**src/rtl/sync_fifo_ctrl_pkg.sv**
```systemverilog
// Shared defaults and sizing helpers for the slow-domain synchronous FIFO.
package fifo_pkg;

    localparam int DEFAULT_DATA_W          = 8;
    localparam int DEFAULT_DEPTH           = 16;
    localparam int DEFAULT_ALMOST_EMPTY_TH = 2;
    localparam int ALMOST_FULL_MARGIN      = 2;

    // Pointer width for a power-of-two depth; never below one bit.
    function automatic int addr_w_of(input int depth);
        return (depth > 1) ? $clog2(depth) : 1;
    endfunction

    function automatic int almost_full_th_of(input int depth);
        return depth - ALMOST_FULL_MARGIN;
    endfunction

endpackage

```
**src/rtl/sync_fifo_ctrl_if.sv**
```systemverilog
// Producer/consumer bundle of the FIFO; master is the user side, slave the FIFO.
interface sync_fifo_ctrl_if
    import fifo_pkg::*;
#(
    parameter int DATA_W = DEFAULT_DATA_W,
    parameter int DEPTH  = DEFAULT_DEPTH
);
    localparam int ADDR_W = addr_w_of(DEPTH);

    logic              wr_req;
    logic [DATA_W-1:0] data_in;
    logic              rd_req;
    logic [DATA_W-1:0] data_out;
    logic              data_out_valid;
    logic              full;
    logic              empty;
    logic              almost_full;
    logic              almost_empty;
    logic [ADDR_W:0]   count;
    logic              overflow;
    logic              underflow;

    modport master (
        output wr_req, data_in, rd_req,
        input  data_out, data_out_valid, full, empty, almost_full,
               almost_empty, count, overflow, underflow
    );

    modport slave (
        input  wr_req, data_in, rd_req,
        output data_out, data_out_valid, full, empty, almost_full,
               almost_empty, count, overflow, underflow
    );

endinterface

```
**src/rtl/sync_fifo_ctrl_edge_pulse.sv**
```systemverilog
// One-bit rising-edge detector; with BYPASS set the raw level passes straight through.
module edge_pulse #(
    parameter bit BYPASS = 1'b0
) (
    input  logic clk,
    input  logic srst,
    input  logic req_i,
    output logic pulse_o
);

    logic req_q;

    always_ff @(posedge clk) begin
        if (srst) begin
            req_q <= 1'b0;
        end else begin
            req_q <= req_i;
        end
    end

    // A request already high as reset releases still yields one pulse, since req_q was cleared.
    assign pulse_o = BYPASS ? req_i : (req_i & ~req_q);

endmodule

```
**src/rtl/sync_fifo_ctrl.sv**
```systemverilog
// Synchronous FIFO for the divided-clock domain with optional push/pop edge qualification.
module sync_fifo_ctrl
    import fifo_pkg::*;
#(
    parameter int DATA_W          = DEFAULT_DATA_W,
    parameter int DEPTH           = DEFAULT_DEPTH,
    parameter int ALMOST_FULL_TH  = almost_full_th_of(DEPTH),
    parameter int ALMOST_EMPTY_TH = DEFAULT_ALMOST_EMPTY_TH,
    parameter bit EDGE_MODE       = 1'b1
) (
    input  logic            clock_in,
    input  logic            reset,
    sync_fifo_ctrl_if.slave bus
);

    localparam int ADDR_W = addr_w_of(DEPTH);
    localparam logic [ADDR_W:0] FULL_CNT = (ADDR_W + 1)'(DEPTH);
    localparam logic [ADDR_W:0] AF_TH    = (ADDR_W + 1)'(ALMOST_FULL_TH);
    localparam logic [ADDR_W:0] AE_TH    = (ADDR_W + 1)'(ALMOST_EMPTY_TH);

    logic [DATA_W-1:0] mem [DEPTH];

    logic [ADDR_W-1:0] wr_ptr_q, wr_ptr_d;
    logic [ADDR_W-1:0] rd_ptr_q, rd_ptr_d;
    logic [ADDR_W:0]   count_q, count_d;
    logic [DATA_W-1:0] data_out_q;
    logic              data_out_valid_q;
    logic              overflow_q, overflow_d;
    logic              underflow_q, underflow_d;

    logic wr_pulse, rd_pulse;
    logic wr_ok, rd_ok;
    logic empty_w, full_w;

    edge_pulse #(.BYPASS(EDGE_MODE == 1'b0)) u_wr_edge (
        .clk     (clock_in),
        .srst    (reset),
        .req_i   (bus.wr_req),
        .pulse_o (wr_pulse)
    );

    edge_pulse #(.BYPASS(EDGE_MODE == 1'b0)) u_rd_edge (
        .clk     (clock_in),
        .srst    (reset),
        .req_i   (bus.rd_req),
        .pulse_o (rd_pulse)
    );

    assign empty_w = (count_q == '0);
    assign full_w  = (count_q == FULL_CNT);

    // A full FIFO still takes a write when a read frees a slot on the same edge.
    assign rd_ok = rd_pulse & ~empty_w;
    assign wr_ok = wr_pulse & (~full_w | rd_ok);

    always_comb begin
        wr_ptr_d    = wr_ptr_q;
        rd_ptr_d    = rd_ptr_q;
        count_d     = count_q;
        overflow_d  = overflow_q  | (wr_pulse & ~wr_ok);
        underflow_d = underflow_q | (rd_pulse & ~rd_ok);
        if (wr_ok) begin
            wr_ptr_d = wr_ptr_q + ADDR_W'(1);
        end
        if (rd_ok) begin
            rd_ptr_d = rd_ptr_q + ADDR_W'(1);
        end
        case ({wr_ok, rd_ok})
            2'b10:   count_d = count_q + (ADDR_W + 1)'(1);
            2'b01:   count_d = count_q - (ADDR_W + 1)'(1);
            default: count_d = count_q;
        endcase
    end

    // Storage carries no reset so it maps onto plain RAM.
    always_ff @(posedge clock_in) begin
        if (wr_ok && !reset) begin
            mem[wr_ptr_q] <= bus.data_in;
        end
    end

    always_ff @(posedge clock_in) begin
        if (reset) begin
            wr_ptr_q         <= '0;
            rd_ptr_q         <= '0;
            count_q          <= '0;
            data_out_q       <= '0;
            data_out_valid_q <= 1'b0;
            overflow_q       <= 1'b0;
            underflow_q      <= 1'b0;
        end else begin
            wr_ptr_q         <= wr_ptr_d;
            rd_ptr_q         <= rd_ptr_d;
            count_q          <= count_d;
            data_out_valid_q <= rd_ok;
            overflow_q       <= overflow_d;
            underflow_q      <= underflow_d;
            if (rd_ok) begin
                data_out_q <= mem[rd_ptr_q];
            end
        end
    end

    assign bus.data_out       = data_out_q;
    assign bus.data_out_valid = data_out_valid_q;
    assign bus.count          = count_q;
    assign bus.full           = full_w;
    assign bus.empty          = empty_w;
    assign bus.almost_full    = (count_q >= AF_TH);
    assign bus.almost_empty   = (count_q <= AE_TH);
    assign bus.overflow       = overflow_q;
    assign bus.underflow      = underflow_q;

endmodule
```
**src/flat_wrapper.sv**
```systemverilog
// flat-port wrapper written by rule: the top's interface ports become plain ports
module sync_fifo_ctrl_flat import fifo_pkg::*;
#(
    parameter int DATA_W          = DEFAULT_DATA_W,
    parameter int DEPTH           = DEFAULT_DEPTH,
    parameter int ALMOST_FULL_TH  = almost_full_th_of(DEPTH),
    parameter int ALMOST_EMPTY_TH = DEFAULT_ALMOST_EMPTY_TH,
    parameter bit EDGE_MODE       = 1'b1
)
  (clock_in, reset, bus_wr_req, bus_data_in, bus_rd_req, bus_data_out, bus_data_out_valid, bus_full, bus_empty, bus_almost_full, bus_almost_empty, bus_count, bus_overflow, bus_underflow);
  sync_fifo_ctrl_if #(.DATA_W(DATA_W), .DEPTH(DEPTH)) bus_i ();
  input  logic clock_in;
  input  logic reset;
  input wire logic [$bits(bus_i.wr_req)-1:0] bus_wr_req;
  input wire logic [$bits(bus_i.data_in)-1:0] bus_data_in;
  input wire logic [$bits(bus_i.rd_req)-1:0] bus_rd_req;
  output wire logic [$bits(bus_i.data_out)-1:0] bus_data_out;
  output wire logic [$bits(bus_i.data_out_valid)-1:0] bus_data_out_valid;
  output wire logic [$bits(bus_i.full)-1:0] bus_full;
  output wire logic [$bits(bus_i.empty)-1:0] bus_empty;
  output wire logic [$bits(bus_i.almost_full)-1:0] bus_almost_full;
  output wire logic [$bits(bus_i.almost_empty)-1:0] bus_almost_empty;
  output wire logic [$bits(bus_i.count)-1:0] bus_count;
  output wire logic [$bits(bus_i.overflow)-1:0] bus_overflow;
  output wire logic [$bits(bus_i.underflow)-1:0] bus_underflow;
  assign bus_i.wr_req = bus_wr_req;
  assign bus_i.data_in = bus_data_in;
  assign bus_i.rd_req = bus_rd_req;
  assign bus_data_out = bus_i.data_out;
  assign bus_data_out_valid = bus_i.data_out_valid;
  assign bus_full = bus_i.full;
  assign bus_empty = bus_i.empty;
  assign bus_almost_full = bus_i.almost_full;
  assign bus_almost_empty = bus_i.almost_empty;
  assign bus_count = bus_i.count;
  assign bus_overflow = bus_i.overflow;
  assign bus_underflow = bus_i.underflow;
  sync_fifo_ctrl #(.DATA_W(DATA_W), .DEPTH(DEPTH), .ALMOST_FULL_TH(ALMOST_FULL_TH), .ALMOST_EMPTY_TH(ALMOST_EMPTY_TH), .EDGE_MODE(EDGE_MODE)) u_core (.clock_in(clock_in), .reset(reset), .bus(bus_i));
endmodule
```
**config.mk**
```make
export PLATFORM = sky130hd
export DESIGN_NAME = sync_fifo_ctrl_flat
export DESIGN_NICKNAME = d
export VERILOG_FILES = /design/src/rtl/sync_fifo_ctrl_pkg.sv /design/src/rtl/sync_fifo_ctrl_if.sv /design/src/rtl/sync_fifo_ctrl_edge_pulse.sv /design/src/rtl/sync_fifo_ctrl.sv /design/src/flat_wrapper.sv
export SDC_FILE = /design/constraint.sdc
export NUM_CORES = 1
export LEC_CHECK = 0
export ABC_AREA = 1
export BUFFER_PORTS_ARGS = -buffer_cell sky130_fd_sc_hd__buf_2
export CAP_MARGIN = 15
export CORE_UTILIZATION = 35
export CTS_CLUSTER_DIAMETER = 150
export DETAILED_ROUTE_END_ITERATION = 8
export HOLD_SLACK_MARGIN = 0.15
export PLACE_DENSITY = 0.59
export SKIP_LAST_GASP = 1
export SYNTH_ARGS = -nofsm -noshare
export SYNTH_HDL_FRONTEND = slang
export SYNTH_HIERARCHICAL = 1
export SYNTH_SLANG_ARGS = --single-unit
```
**constraint.sdc**
```tcl
create_clock -name clock_in -period 1.7 [get_ports clock_in]
set_input_delay 0.17 -clock clock_in [delete_from_list [all_inputs] [get_ports clock_in]]
set_output_delay 0.17 -clock clock_in [all_outputs]
set_load 0.05 [all_outputs]
```
Word-level counts from Yosys, hierarchy flattened
Memories as Yosys holds them, arrays and structs flattened. A register that Yosys moved wholly into a read port is not among the register bits. Cells that the tools add are included.

Memories: 1. Output and inout port bits: 20. Bits in writable memories: 128. Register bits: 18.

Bitwise logic cells: 15. Reduce and logical (&&, ||, !) cells: 4. Equal/unequal tests: 3. Muxes and demuxes: 3. Add/subtract/negate cells: 4. Order comparisons: 2.

Memory list: u_core.mem (depth 16, bits a word 8, read ports 1, clocked after memory_dff 1, write ports 1, line sync_fifo_ctrl.sv:21) `logic [DATA_W-1:0] mem [DEPTH];`.

Operators by type and width (count): case mux 5 bit (2 select lines) (1); adder 4 x 1 -> 4 bit, second input constant (2); bitwise AND 1 bit (6); inverter 1 bit (6); adder 5 x 1 -> 5 bit, second input constant (1); equality test 5 bit, second input constant (1); >= comparator 5 x 4 -> 1 bit, second input constant (1); less-or-equal comparator 5 x 2 -> 1 bit, second input constant (1); logical NOT 5 bit (1); subtractor 5 x 1 -> 5 bit, second input constant (1); OR 1 bit (3); equality test 2 x 1 -> 1 bit, second input constant (1); equality test 2 bit, second input constant (1); 2-to-1 mux 1 bit (2); nonzero test 2 bit (1); logical AND 1 bit (1); logical NOT 1 bit (1).

Logic depth before layout (Yosys ltp)
Gate-level depths: netlist (run 1).

Depth after elaboration: 8. Depth in mapped cells: 15.

Hierarchy
Netlist (run 1), hierarchy kept.

By module, submodules not included: sync_fifo_ctrl (area each 6713.9 µm², instances 1, seq. area each 4324.1 µm², cells an instance 674); edge_pulse (area each 31.3 µm², instances 2, seq. area each 20.0 µm², cells an instance 4).

Worst setup path before layout (run 1)
No wires, ideal clock.

Path type: register -> output. Start: register u_core.count_q[1] (netlist: u_core/bus.count[1]). End: output bus_almost_empty. Data arrival time: 3.115 ns. Cell stages (with the launch flop): 2. Path slack: -1.585 ns. Path through: dfxtp_1 -> a2111oi_0.

Word-level cells in the longest chain between the ends: 1.

Ends and longest elaborated chain: start: declaration (line sync_fifo_ctrl.sv:25) `logic [ADDR_W:0] count_q, count_d;`; start signal: assignment (line sync_fifo_ctrl.sv:94) `count_q <= count_d;`; less-or-equal comparator 5 x 2 -> 1 bit (line sync_fifo_ctrl.sv:110) `assign bus.almost_empty = (count_q <= AE_TH);`; end: declaration (line flat_wrapper.sv:22) `output wire logic [$bits(bus_i.almost_empty)-1:0] bus_almost_empty;`.

No other way between the ends.

Final worst setup path (run 1)
Start: register u_core.count_q[3] (netlist: u_core/bus.count[3]). End: register u_core.count_q[4] (netlist: u_core/bus.count[4]).

Word-level cells in the longest chain between the ends: 7. Elaborated cells on any way between the ends: 13. Classes of those cells: add/sub: 2; eq/ne: 3; mux: 1; bitwise: 5; reduce/logical: 2.

Ends and longest elaborated chain: logical NOT 5 bit (line sync_fifo_ctrl.sv:49) `assign empty_w = (count_q == '0);`; inverter 1 bit (line sync_fifo_ctrl.sv:53) `assign rd_ok = rd_pulse & ~empty_w;`; bitwise AND 1 bit (line sync_fifo_ctrl.sv:53); OR 1 bit (line sync_fifo_ctrl.sv:54) `assign wr_ok = wr_pulse & (~full_w | rd_ok);`; bitwise AND 1 bit (line sync_fifo_ctrl.sv:54); equality test 2 x 1 -> 1 bit or equality test 2 bit (tied branches) (line sync_fifo_ctrl.sv:68) `case ({wr_ok, rd_ok})`; case mux 5 bit (2 select lines) or nonzero test 2 bit (tied branches).

Several ways; a longest one is shown, not always the timed one. A chain may end at the register's enable or synchronous reset.

==> results of run 1 <==
==> placed cells by master (no fill, tap or decap), types with 3 or more instances in the layout <==
cell / synthesis / layout
xor2_1: 3 / 3
buf_6: 6 / 9
buf_12: 0 / 11
edfxtp_1: 128 / 128
nor2_4: 2 / 11
dlygate4sd3_1: 0 / 5
clkbuf_16: 0 / 17
clkbuf_1: 5 / 3
dfxtp_4: 0 / 5
nor2_2: 1 / 5
ha_1: 8 / 7
nand2_4: 2 / 5
nand3_1: 101 / 97
inv_2: 4 / 8
dfxtp_1: 26 / 20
buf_4: 4 / 34
inv_1: 88 / 83
nor2_1: 68 / 55
a21oi_1: 7 / 6
o21ai_0: 15 / 15
nand3_2: 0 / 4
inv_6: 0 / 3
clkinv_1: 2 / 3
clkinvlp_4: 0 / 3
nand2_1: 187 / 182
buf_2: 12 / 28
==> area by class of cell <==
type	count	area [um2]
flip-flops and latches	154	4384
repair buffers	87	767.0
multi-input cells	405	2054
fillers	1761	10390
inverters	94	355.3
clock buffers	22	464.2
well taps	260	325.3
clock inverters	10	92.59
==> per-layer routing <==
layer,vias up,track usage,part of all wire
met4,0,0.06293,0.018
met1,2193,0.2166,0.45
met3,16,0.02751,0.030
li1,2372,-,-
met5,-,0,0
met2,83,0.2840,0.50
==> flip-flops by register name, summed over array words and instances (netlist names) <==
signal                     count
u_core/bus.count               5
u_core/bus.data_out            8
u_core/bus.data_out_valid      1
u_core/bus.overflow            1
u_core/bus.underflow           1
u_core/mem                   128
u_core/rd_ptr_q                4
u_core/u_rd_edge/req_q         1
u_core/u_wr_edge/req_q         1
u_core/wr_ptr_q                4
==> worst max path at each step <==
stage                                      to  slack [ns]  cells after the start
after CTS                 u_core/bus.count[4]       -0.09                     15
after global routing      u_core/bus.count[4]       -0.29                     15
after detailed placement  u_core/bus.count[4]       -0.08                     13
after global placement    u_core/bus.count[4]       -0.06                     15
after floorplan           u_core/bus.count[4]       -0.15                     15
final                     u_core/bus.count[4]       -0.10                     13
==> critical path, cell delays in order (launching register included) <==
cell     delay [ns]
dfxtp_4        0.34
nor2_4         0.13
nand3_4        0.10
nand2_4        0.07
inv_2          0.04
nand2_4        0.06
inv_4          0.04
fa_2           0.35
nand2_1        0.07
nand2_1        0.06
a21oi_2        0.14
nand2_1        0.09
a21oi_1        0.15
nor2_1         0.06
==> logic make-up after synthesis <==
family,count (synthesis),share of synthesized area
fa+ha+maj,9,0.01773
xor+xnor,3,0.003878
simple gates,363,0.2269
flops,154,0.6440
buf+inv,123,0.08087
compound gates,30,0.02659
==> where the power goes <==
| part | switching, mW | internal (mW) |
|---|---|---|
| Clock | 1.47 | 2.09 |
| Sequential | 0.0824 | 4.23 |
| Combinational | 1.71 | 0.869 |
| Total | 3.27 | 7.19 |
==> what timing repair did <==
item                                    4_1_cts  5_1_grt
hold endpoints to repair                      5        0
pin swaps                                     3        7
endpoints found under the setup margin        4      134
hold buffers                                  5        0
gates resized for setup                       4       41
buffers inserted                              1        3
==> stage by stage <==
step	setup TNS, ns	instance area, um2	hold slack [ns]
5_1_grt	-2.161	8443	0.1651
6_report	-0.1959	8443	0.1539
3_5_place_dp	-0.1304	7617	0.3928
3_3_place_gp	-0.06354	7617	0.3894
2_1_floorplan	-7.188	6840	0.2424
4_1_cts	-0.1133	8253	0.1577
==> flow_metrics.tcl, run 1 <==
set metrics [dict create \
    drc_errors 0 \
    ys_top_cells_by_area "edfxtp_1 57%, nand2_1 10%, dfxtp_1 7.7%, nand3_1 7.5%, inv_1 4.9%" \
    synth_top_area_cell "edfxtp_1" \
    wl_per_cell_um 15.29 \
    r2r_cells 13 \
    ant_nets 0 \
    power_density_mw_per_mm2 1239 \
    first_pass_iters 5 \
    finalPower_mw 10.46 \
    io_pins 32 \
    syn_area_mm2 0.006776 \
    ys_seq_elements 154 \
    violations "setup timing" \
    power.leakage_nw 3.534 \
    synthTopCellsByCount "187 x nand2_1, 128 x edfxtp_1, 101 x nand3_1" \
    cp.arrival_ns 2.12 \
    synth_warnings 6 \
    synth_edf_count 128 \
    r2r-end "u_core/bus.count[4]" \
    dp_cells 991 \
    required_ns 2.01 \
    portBuffers 31 \
    synthesis.nets 703 \
    synth_ff_type "edfxtp_1" \
    dieHeight_um 141.1 \
    synth_cell_types 31 \
    initial_core_util 0.3599 \
    avgViaCountPerCell 4.519 \
    grt-ovfl-total 0 \
    hpwl_um 9833 \
    preCtsSetupSlack_ns -0.08281 \
    crit_start "u_core/bus.count[3]" \
    antenna_cells 0 \
    ir_worst_vdd_v 0.0006345 \
    fin_ws_ns -0.1024 \
    cts_root_buf "clkbuf_16" \
    crit_fanout 4 \
    slew_violations 0 \
    finalClockSkew_ns 0.01345 \
    cts_buffers 17 \
    grt_pass1_wl_um 24470 \
    syn2layout_area_growth_pct 24.59 \
    syn_area_per_cell_um2 9.936 \
    rrSetupSlack_ns -0.10 \
    finalHoldViolCount 0 \
    core_area_mm2 0.01883 \
    start_kind "register" \
    crit_path_end_kind "register" \
    dr.first_iter.drc_count 342 \
    drive_gt1_frac 0.2098 \
    hold_end "u_core/mem[15][1]" \
    maxCapViolCount 0 \
    period_minus_slack_ns 1.802 \
    timing.final.crit_share 1.060 \
    worst-setup-path-type "register to register" \
    yosysMostFrequentCell "nand2_1" \
    grt_antenna_before_repair 0 \
    cts_buffer_depth 2 \
    die_w_um 141.1 \
    fin_nets 780 \
    htreeDepth 4 \
    fin_cells 1032 \
    grt_max_degree 39 \
    min-delay-start "bus_data_in[1]" \
    clk_latency_ns 0.43 \
    placementRows 50 \
    cts.clk_slew.worst_paths_ns 0.06 \
    tightest_slew_ns 0.5110 \
    route.vias.total 4664 \
    utilization 0.4484 \
    clock-sinks 154 \
    finalSetupViolCount 2 \
    finalWirelength_um 15780 \
    tritoncts "done" \
    synth.top_cell.area_share 0.5672 \
    grt_usage 0.1682 \
    relSlewSlack 0.6588 \
    hold_path.class "input port to register" \
    async_flop_share 0 \
    grt_pass1_vias 4446 \
    run_status "finished with violations" \
    fmax_mhz 554.8 \
    globalplace.congestion 0.7892 \
    seq_area_frac_synth 0.6440 \
    dieArea_mm2 0.01992 \
    r2r-start "u_core/bus.count[3]" \
    rsz0062_at_grt "yes" \
    hold_depth 1 \
    synthCells 682 \
]
(Power assumes the default switching activity.)
==> run 2: changes to the inputs <==
- ABC_AREA: 1 -> default
- BUFFER_PORTS_ARGS: -buffer_cell sky130_fd_sc_hd__buf_2 -> -buffer_cell sky130_fd_sc_hd__clkbuf_2
==> run 2 against run 1 <==
The flow still finishes with violations (setup timing); area after synthesis fell by 7.5%; register-to-register slack worse by 0.57 ns; final cell count down 30%; sequential share of layout area is 0.38 points higher; power increased by 16%; critical path type unchanged; largest cell class unchanged; highest routed layer unchanged.
==> flow_metrics.tcl, run 2 <==
set metrics [dict create \
    crit_fanout 4 \
    syn2layout_area_growth_pct 33.59 \
    finalWirelength_um 14300 \
    grt_max_degree 19 \
    cp.depth 8 \
    rsz0062_at_grt "yes" \
    synth.top_cell.area_share 0.6132 \
    synthTopCellsByCount "128 x edfxtp_1, 39 x nor2_1, 36 x mux2i_1" \
    clk_latency_ns 0.42 \
    hold_end "u_core/mem[6][1]" \
    initial_core_util 0.3599 \
    grt_antenna_before_repair 0 \
    min-delay-start "bus_data_in[1]" \
    power_frac_clock 0.286 \
    fin_nets 504 \
    cp_cell_sequence "or4_4 -> o21ai_4 -> nor2_4 -> ha_1 -> a21o_1 -> a2111o_1 -> o211ai_1 -> a31oi_1" \
    dieArea_mm2 0.01845 \
    grt-ovfl-total 0 \
    avgViaCountPerCell 5.078 \
    portBuffers 31 \
    grt_pass1_vias 3868 \
    power.leakage_nw 2.795 \
    worst-setup-path-type "register to register" \
    io_pins 32 \
    final_common_cell "edfxtp_1" \
    synthesis.nets 406 \
    finalSetupViolCount 148 \
    tightest_slew_ns 0.5074 \
    run_status "finished with violations" \
    hold_path.class "input port to register" \
    violations "setup timing" \
    synth_edf_count 128 \
    crit_buf_inv 0 \
    maxCapViolCount 0 \
    preCtsSetupSlack_ns -0.6965 \
    crit_path_end_kind "register" \
    critPathSlowestCell "or4_4" \
    r2r_cells 8 \
    cts_buffer_depth 2 \
    relSlewSlack 0.6602 \
    core_area_mm2 0.01742 \
    finalPower_mw 12.18 \
    first_pass_iters 4 \
    async_flop_share 0 \
    r2r-start "u_core/bus.count[0]" \
    register_area_mm2 0.004380 \
    globalplace.congestion 0.8018 \
    grt_pass1_wl_um 22020 \
    regMostFlops "u_core/mem" \
    swShare 0.3117 \
    ys_seq_elements 154 \
    final_cell_mix "128 x edfxtp_1, 44 x buf_4, 36 x mux2i_1, 27 x clkbuf_2, 20 x nor2_1" \
    finalClockSkew_ns 0.007731 \
    tritoncts "done" \
    hold_depth 1 \
    route.vias.total 3661 \
    yosysMostFrequentCell "edfxtp_1" \
    multi_input_area_mm2 0.002268 \
    drc_errors 0 \
    cts_buffers 17 \
    wl_per_cell_um 19.83 \
    slew_violations 0 \
    fmax_mhz 422.4 \
    antenna_cells 0 \
    critical-path-top-delay-family "compound AO/OA/AOI/OAI gates" \
    cts.clk_slew.worst_paths_ns 0.06 \
    comb_power_share 0.353 \
    nFillCells 1470 \
    synth_warnings 6 \
    cp.arrival_ns 2.66 \
    placementRows 48 \
    ir_worst_vdd_v 0.0008598 \
    die_w_um 135.8 \
    synth_ff_type "edfxtp_1" \
    p_seq_frac 0.361 \
    ant_nets 0 \
    largest_register_ffs 128 \
    grt_usage 0.1686 \
    cts_root_buf "clkbuf_16" \
    drive_gt1_frac 0.4355 \
    ys_top_cells_by_area "edfxtp_1 61%, dfxtp_1 8.3%, mux2i_1 5.7%, mux4_2 5.7%, nor2_1 2.3%" \
    r2r-end "u_core/bus.count[4]" \
    seq_area_frac_synth 0.6962 \
    fin_ws_ns -0.6677 \
    required_ns 2.00 \
    timing.final.crit_share 1.393 \
    synth_top_area_cell "edfxtp_1" \
    power_switching_mw 3.797 \
    dr.first_iter.drc_count 176 \
    critPathMaxStageDelay_ns 0.55 \
    synth_cell_types 47 \
    rrSetupSlack_ns -0.67 \
    htreeDepth 4 \
    setup-tns-final_ns -70.24 \
    clock-sinks 154 \
    period_minus_slack_ns 2.368 \
    syn_area_mm2 0.006269 \
    start_kind "register" \
    p_int_mw 8.383 \
    dieHeight_um 135.8 \
    power_density_mw_per_mm2 1454 \
    synthCells 385 \
    syn_area_per_cell_um2 16.28 \
    finalHoldViolCount 0 \
    hpwl_um 9149 \
]
run 2: power by group through the flow:
stage	Combinational (mW)	Clock [mW]	Sequential, mW
global route	4.57	3.69	4.41
global placement	3.09	0	4.45
finish	4.30	3.48	4.39
detailed placement	3.13	0	4.47
floorplan	1.65	0	4.96
CTS	4.00	3.55	4.39
run 2: worst max-delay path by stage:
stage | slack (ns) | from | endpoint
after floorplan | -0.98 | u_core/bus.count[1] | u_core/bus.count[4]
after global placement | -0.65 | u_core/bus.count[1] | u_core/bus.count[4]
after detailed placement | -0.70 | u_core/bus.count[1] | u_core/bus.count[4]
after CTS | -0.59 | u_core/bus.count[3] | u_core/bus.count[4]
after global routing | -0.77 | u_core/bus.count[3] | u_core/bus.count[4]
final | -0.67 | u_core/bus.count[0] | u_core/bus.count[4]
run 2: kinds of logic after synthesis:
group	after synthesis	synth area share
flip-flops	154	0.6962
AND/OR/NAND/NOR	92	0.07705
multiplexers	57	0.1287
AO/OA/AOI/OAI	43	0.05329
buffers and inverters	25	0.01856
adder cells (fa/ha/maj)	9	0.01916
XOR/XNOR	5	0.006986
run 2: cell type report:
cell class,count,share of cell area
clock buffer,24,0.05633
clock inverter,8,0.008666
inverter,5,0.002241
multi-input combinational,206,0.2709
sequential,154,0.5231
tap,225,0.03362
timing repair buffer,99,0.1052
run 2: what timing repair did:
item	4_1_cts	5_1_grt
setup buffers	14	10
pin swaps	35	5
hold buffers	3	0
hold endpoints to repair	3	0
resized for setup	67	28
setup endpoints to repair	148	149
run 2: per-stage QoR:
stage            util  instance area [um2]  std cells  hold WS [ns]
5_1_grt        0.4808                 8374        721        0.2252
3_5_place_dp   0.4081                 7108        667        0.4198
6_report       0.4808                 8374        721        0.2073
3_3_place_gp   0.4081                 7108        667        0.4113
2_1_floorplan       -                 6399        385        0.2343
4_1_cts        0.4700                 8187        714        0.1856
run 2: metal layers:
layer | wire length [um] | up-vias | track usage
met5 | 0 | - | 0
met4 | 340 | 0 | 0.07990
met2 | 7239 | 58 | 0.2820
li1 | - | 1707 | -
met1 | 6279 | 1873 | 0.2104
met3 | 436 | 23 | 0.03132
